$ cat config.mk
export PLATFORM = sky130hd
export DESIGN_NAME = pipe_stage_chain
export DESIGN_NICKNAME = d
export VERILOG_FILES = /design/src/rtl/pipe_stage_chain.sv
export SDC_FILE = /design/constraint.sdc
export NUM_CORES = 1
export LEC_CHECK = 0
export ABC_AREA = 1
export CORE_MARGIN = 5
export CORE_UTILIZATION = 50
export CTS_CLUSTER_SIZE = 40
export DETAILED_ROUTE_END_ITERATION = 8
export GPL_TIMING_DRIVEN = 0
export PLACE_DENSITY = 0.75
export SLEW_MARGIN = 30
export SYNTH_ARGS = -nofsm -noshare
export SYNTH_HDL_FRONTEND = slang
export SYNTH_SLANG_ARGS = --single-unit
export TNS_END_PERCENT = 50
$ cat constraint.sdc
create_clock -name clk -period 4.3 [get_ports clk]
set_input_delay 1.29 -clock clk [delete_from_list [all_inputs] [get_ports clk]]
set_output_delay 1.29 -clock clk [all_outputs]
set_load 0.02 [all_outputs]
$ cat src/rtl/pipe_stage_chain.sv
// Elastic chain of STAGES valid/ready pipeline registers with bubble collapse,
// per-stage flush, occupancy count and a saturating back-pressure stall counter.
module pipe_stage_chain #(
  parameter int WIDTH  = 64,
  parameter int STAGES = 4,
  parameter int CNT_W  = 16
) (
  input  logic                           clk,
  input  logic                           reset,
  input  logic                           in_valid,
  output logic                           in_ready,
  input  logic [WIDTH-1:0]               in_data,
  output logic                           out_valid,
  input  logic                           out_ready,
  output logic [WIDTH-1:0]               out_data,
  input  logic [STAGES-1:0]              flush_mask,
  input  logic                           clr_stats,
  output logic [$clog2(STAGES+1)-1:0]    occupancy,
  output logic [CNT_W-1:0]               stall_count
);

  localparam int OCC_W = $clog2(STAGES+1);

  // Handshake: a transfer happens on a rising edge where valid & ready are both
  // high; valid never depends on ready, while ready may depend on the far side.
  logic [STAGES-1:0]            r_v;
  logic [STAGES-1:0][WIDTH-1:0] r_d;
  logic [CNT_W-1:0]             r_stall;

  logic [STAGES-1:0]            w_rdy;
  logic [STAGES-1:0]            w_src_v;
  logic [STAGES-1:0][WIDTH-1:0] w_src_d;
  logic [OCC_W-1:0]             w_occ;

  // Stage i can load unless it and every stage after it are full while the
  // consumer stalls; written as a tail-AND to avoid a self-referencing chain.
  always_comb begin
    logic w_full_tail;
    w_rdy = '0;
    for (int i = 0; i < STAGES; i++) begin
      w_full_tail = 1'b1;
      for (int j = i; j < STAGES; j++) begin
        w_full_tail = w_full_tail & r_v[j];
      end
      w_rdy[i] = out_ready | ~w_full_tail;
    end
  end

  // A flushed stage's item is dropped on its way out, not only where it sits.
  always_comb begin
    w_src_v    = '0;
    w_src_d    = '0;
    w_src_v[0] = in_valid;
    w_src_d[0] = in_data;
    for (int i = 1; i < STAGES; i++) begin
      w_src_v[i] = r_v[i-1] & ~flush_mask[i-1];
      w_src_d[i] = r_d[i-1];
    end
  end

  always_ff @(posedge clk) begin
    if (reset) begin
      r_v     <= '0;
      r_d     <= '0;
      r_stall <= '0;
    end else begin
      for (int i = 0; i < STAGES; i++) begin
        if (flush_mask[i]) begin
          r_v[i] <= 1'b0;
        end else if (w_rdy[i]) begin
          r_v[i] <= w_src_v[i];
        end
        if (w_rdy[i] && w_src_v[i]) begin
          r_d[i] <= w_src_d[i];
        end
      end
      if (clr_stats) begin
        r_stall <= '0;
      end else if (r_v[STAGES-1] && !out_ready && !(&r_stall)) begin
        r_stall <= r_stall + CNT_W'(1);
      end
    end
  end

  always_comb begin
    w_occ = '0;
    for (int i = 0; i < STAGES; i++) begin
      w_occ = w_occ + OCC_W'(r_v[i]);
    end
  end

  assign in_ready    = w_rdy[0];
  assign out_valid   = r_v[STAGES-1];
  assign out_data    = r_d[STAGES-1];
  assign occupancy   = w_occ;
  assign stall_count = r_stall;

endmodule

==> results of run 1 <==
[cell type report]
class	instances	area share [%]
multi-input cells	905	29.8
plain buffers	155	7.44
flip-flops and latches	276	41.2
clock buffers	47	6.44
repair buffers	156	11.6
clock inverters	4	0.149
inverters	28	0.784
well taps	275	2.57
[synthesized netlist by cell type]
cell type / n
dfxtp_1: 276
nor3_1: 1
ha_1: 4
nand2_2: 7
nor2_8: 1
clkbuf_1: 34
o21ai_0: 118
nand3_2: 1
fa_1: 1
nor3b_1: 1
a21oi_1: 77
nand2_4: 1
buf_4: 71
buf_6: 14
and2_1: 1
nand3_1: 84
a211oi_1: 3
nand2_1: 97
nor2_2: 2
nand3_4: 1
nand4_1: 3
nor2_4: 1
nor2_1: 425
o21ai_1: 76
inv_1: 23
buf_1: 1
buf_2: 34
inv_2: 5
clkbuf_2: 1
[state kept, by name, summed over array words and instances, names as in the netlist]
signal       flops
out_data        64
r_v              4
stall_count     16
r_d            192
[worst max-delay path: cells and delay by family]
family / cells / cell delay (ns)
buf+inv: 3 / 1.15
simple gates: 3 / 0.32
[report_power, final]
part,internal (µW),switching (µW)
logic,131,153
clock network,1360,942
registers,2610,27.1
[metrics by stage]
step | power, µW | instances | instance area, µm²
after floorplan | 2850 | 1364 | 10600
after global placement | 2970 | 1795 | 12500
after detailed placement | 2980 | 1795 | 12500
after CTS | 5260 | 1846 | 13400
after global routing | 5410 | 1846 | 13400
final | 5220 | 1846 | 13400
[worst max path at each step]
stage | slack, ns | endpoint | depth (start not counted)
floorplan | 1.32 | in_ready | 4
global placement | 0.26 | in_ready | 6
detailed placement | 0.25 | in_ready | 6
CTS | 0.25 | in_ready | 6
global route | 0.22 | in_ready | 6
finish | 0.25 | in_ready | 6
[metal layers]
layer | GRT usage (%) | vias up | wire length (µm) | part of all wire (%)
met5 | 0 | - | 0 | 0
met2 | 35.2 | 258 | 11900 | 48
li1 | - | 4716 | - | -
met4 | 6.00 | 0 | 664 | 2.7
met1 | 25.6 | 3999 | 10800 | 43
met3 | 3.05 | 49 | 1630 | 6.5
[cells by family (layout without fill, tap and decap cells)]
group,count (synthesis),in the layout,synth area share [%]
and+or+nand+nor,626,626,24.0
DFF,276,276,52.0
AOI/OAI and AO/OA,274,274,13.0
buffers and inverters,183,390,10.4
adders and majority gates,5,5,0.660
==> run_results.csv, run 1 <==
group,metric,value,unit
timing,maxSlewViolCount,0,
global_route,grt.total_usage,20.0,%
min_path,hp-class,"reg2reg",
setup_path,r2r_setup_slack,2.61,ns
timing,final.min_clock_period,4.05,ns
clocking,postCtsHoldBufs,0,
setup_path,reg2reg_depth,6,
clocking,clock_latency,0.53,ns
pwr,powerDensity,389,mW/mm²
pwr,max-vdd-ir-drop,267,µV
floorplan,design.core.area,0.0210,mm²
setup_path,slowest_stage,"clkdlybuf4s50_1",
route,first_pass_iters,5,
clocking,cts_made_buffers,28,
timing,tightestPinTransition,0.579,ns
setup_path,crit-reg2reg-launch,"r_v[3]",
route,remaining_drc_errors,0,
setup_path,end_kind,"primary output",
clocking,ctsResizeCount,0,
setup_path,r2r_end,"out_data[13]",
clocking,clk_pin_slew,0.06,ns
synthesis,synth_area_per_cell,7.79,µm²
synthesis,netlist-cell-type-count,29,
clocking,cts_buffer_depth,3,
min_path,whs_path_depth,2,
timing,setup_viol,0,
synthesis,synth_top_area_cell,"dfxtp_1",
timing,slew_headroom,61.4,%
global_route,grt.overflow.total,0,
clocking,cts_setup_buffers,0,
synthesis,synthTopCellsByArea,"dfxtp_1 (52%), nor2_1 (15%), o21ai_0 (5.6%)",
synthesis,ys_seq_elements,276,
finish,layout_commonest_cell,"nor2_1",
timing,rsz0062_at_grt,"false",
min_path,hold_start,"r_d[105]",
finish,final_cell_mix,"nor2_1 (425), dfxtp_1 (276), clkdlybuf4s50_1 (156)",
setup_path,critPathMaxFanout,9,
route,viasPerCell,4.89,
route,num_vias,9022,
finish,ff_latch_area,0.00553,mm²
setup_path,critical_path_class,"in2out",
timing,setup_tns,0,ns
place,post-place-ws,0.252,ns
finish,drive_gt1_share,11.4,%
finish,antenna_cells,0,
place,dpl.hpwl,18000,µm
job,drv_cap,0,
finish,multi_input_area,0.00399,mm²
setup_path,crit_path_start,"out_ready",
timing,final.setup_skew,0.0114,ns
finish,syn_to_final_growth,26.3,%
timing,hold_slack,0.457,ns
floorplan,fp.dieW,156,µm
finish,final_nets,1628,
timing,finalCritPeriodShare,94.1,%
floorplan,ios,158,
setup_path,start_kind,"primary input",
outcome,status,"finished, final reports clean",
setup_path,arrival,2.76,ns
synthesis,syn-num-nets,1442,
setup_path,cp_common_cell,"clkdlybuf4s50_1",
floorplan,start_util,50.7,%
clocking,cts_root_buf,"clkbuf_16",
synthesis,yosys_warnings,0,
global_route,grt_pass1_vias,8419,
timing,hold_viol,0,
floorplan,die-area,0.0243,mm²
place,gp_congestion,0.863,
synthesis,mappedNetlistArea,0.0106,mm²
place,io_buffer_count,156,
pwr,leakage,0.00519,µW
setup_path,slowest_delay,0.63,ns
finish,fin_util,64.0,%
clocking,cts-htree-levels,1,
global_route,antenna_found_initial,0,
clocking,clock-sinks,276,
clocking,cts_tree,"built",
synthesis,synth_top_area_share,52.0,%
route,drt_iter0_drc,435,
min_path,hold_path_end,"r_d[105]",
route,ant_nets,0,
route,wl,25000,µm
setup_path,timing.critical_path.cells,"clkdlybuf4s50_1, inv_1, nand2_4, nor2_8, nand2_2, clkdlybuf4s50_1",
synthesis,yosysSeqAreaShare,52.0,%
route,route.detailed.wl_per_inst,13.6,µm
finish,fillers,1961,
global_route,grt_max_degree,14,
setup_path,timing.critical_path.required,3.01,ns
floorplan,die_h,156,µm
floorplan,core.rowCount,53,
synthesis,synthCells,1364,
global_route,grt_pass1_wl,40500,µm
timing,max_freq,247,MHz
timing,fin_ws,0.254,ns
(Power assumes the default switching activity.)
==> inputs of run 2 (changes only) <==
CTS_BUF_LIST = sky130_fd_sc_hd__clkbuf_8   (was unset)
PLACE_DENSITY = 0.77   (was 0.75)
clock period = 3.3 ns   (was 4.3 ns; I/O delays follow)
==> run 2 against run 1 <==
- sequential power is 30% higher
- wire length is 0.76% lower
- global-route usage grew 0.38 points
- largest cell class unchanged
- power grew 26%
- flip-flop and latch count is the same
- worst hold slack improved by 0.0017 ns
- die area unchanged
- non-clock buffer count is the same
==> run_results.csv, run 2 (synthesized netlist as in run 1, its figures left out) <==
group,metric,value,unit
route,ant_nets,0,
pwr,p_int,5100,µW
setup_path,arrival,2.19,ns
route,num_vias,9006,
finish,regMostFlops,"r_d",
place,io_buffer_count,156,
pwr,netSwitchingPower,1470,µW
route,remaining_drc_errors,0,
pwr,p_sw_share,22.4,%
clocking,cts_made_buffers,43,
route,first_pass_iters,5,
floorplan,design.core.area,0.0210,mm²
route,wl,24800,µm
timing,maxSlewViolCount,0,
timing,slew_headroom,61.4,%
floorplan,die-area,0.0243,mm²
clocking,postCtsHoldBufs,0,
outcome,status,"finished, final reports clean",
place,post-place-ws,-0.143,ns
route,drt_iter0_drc,452,
timing,hold_slack,0.458,ns
floorplan,core.rowCount,53,
setup_path,timing.critical_path.required,2.31,ns
clocking,cts_buffer_depth,3,
global_route,grt_max_degree,11,
floorplan,die_h,156,µm
job,drv_cap,0,
setup_path,r2r_setup_slack,1.66,ns
pwr,clkPwrFrac,42.0,%
finish,largest_reg_flops,192,
min_path,hp-class,"reg2reg",
pwr,max-vdd-ir-drop,272,µV
setup_path,critPathMaxFanout,3,
setup_path,end_kind,"primary output",
timing,tightestPinTransition,0.579,ns
global_route,grt_pass1_wl,40800,µm
clocking,clock-sinks,276,
floorplan,ios,158,
finish,drive_gt1_share,12.7,%
global_route,grt_pass1_vias,8541,
setup_path,start_kind,"flop",
timing,setup_tns,0,ns
pwr,combPwrFrac,5.6,%
setup_path,critical_path_class,"reg2out",
timing,hold_viol,0,
timing,rsz0062_at_grt,"false",
timing,setup_viol,0,
finish,syn_to_final_growth,25.8,%
global_route,grt.total_usage,20.4,%
clocking,cts-htree-levels,2,
floorplan,fp.dieW,156,µm
place,dpl.hpwl,17700,µm
timing,final.setup_skew,0.0127,ns
pwr,powerDensity,492,mW/mm²
place,gp_congestion,0.866,
finish,final_nets,1643,
timing,final.min_clock_period,3.18,ns
floorplan,start_util,50.7,%
clocking,cts_tree,"built",
finish,layout_commonest_cell,"nor2_1",
pwr,power_frac_seq,52.4,%
timing,finalCritPeriodShare,96.3,%
route,viasPerCell,4.82,
timing,max_freq,315,MHz
global_route,grt.overflow.total,0,
finish,final_cell_mix,"nor2_1 (425), dfxtp_1 (275), clkdlybuf4s50_1 (152)",
clocking,clk_pin_slew,0.06,ns
clocking,clock_latency,0.54,ns
clocking,cts_root_buf,"clkbuf_8",
finish,antenna_cells,0,
pwr,power,6570,µW
pwr,leakage,0.00525,µW
global_route,antenna_found_initial,0,
route,route.detailed.wl_per_inst,13.3,µm
timing,fin_ws,0.122,ns
==> run 2: cell type report <==
cell class / instances / area (µm²)
plain buffers: 155 / 997
clock buffers: 53 / 729
clock inverters: 21 / 116
fillers: 1918 / 7590
inverters: 28 / 105
multi-input cells: 905 / 3990
flip-flops and latches: 276 / 5530
well taps: 275 / 344
repair buffers: 156 / 1550
==> run 2: stage by stage <==
step	instance area (µm²)	util, %	cells
6_report	13400	63.8	1869
5_1_grt	13400	63.8	1869
4_1_cts	13400	63.8	1869
3_5_place_dp	12500	59.8	1795
3_3_place_gp	12500	59.8	1795
2_1_floorplan	10600	-	1364
==> run 2: path summary, 6_finish.rpt <==
| kind | start | to | cells past startpoint |
|---|---|---|---|
| max | r_v[3] | occupancy[2] | 6 |
| min | r_d[120] | r_d[120] | 2 |
| max reg2reg | r_v[2] | out_data[14] | 7 |
| min reg2reg | r_d[120] | r_d[120] | 2 |
==> run 2: worst max-delay path, cell delays in order, from the launching register on <==
cell and delay [ns]:
dfxtp_2 0.37, inv_1 0.07, fa_1 0.53, inv_1 0.04, ha_1 0.17, ha_1 0.17
dlygate4sd2_1 0.31
==> run 2: repair_timing <==
action / in CTS / in global routing
resized for setup: 7 / 1
hold endpoints to repair: 0 / 0
endpoints found under the setup margin: 4 / 1
buffers inserted: 0 / 0
==> run 2: power groups by stage <==
stage	Clock, µW	Sequential [µW]	Combinational [µW]
5_1_grt	3000	3450	415
2_1_floorplan	0	3500	211
3_3_place_gp	0	3510	362
6_report	2760	3440	367
4_1_cts	2830	3440	369
3_5_place_dp	0	3510	367
==> run 2: layer usage <==
metal	vias to the layer above	track usage (%)	wire, µm
met4	0	7.42	615
li1	4759	-	-
met5	-	0	0
met1	3970	26.2	10800
met3	46	3.77	1540
met2	231	34.5	11900
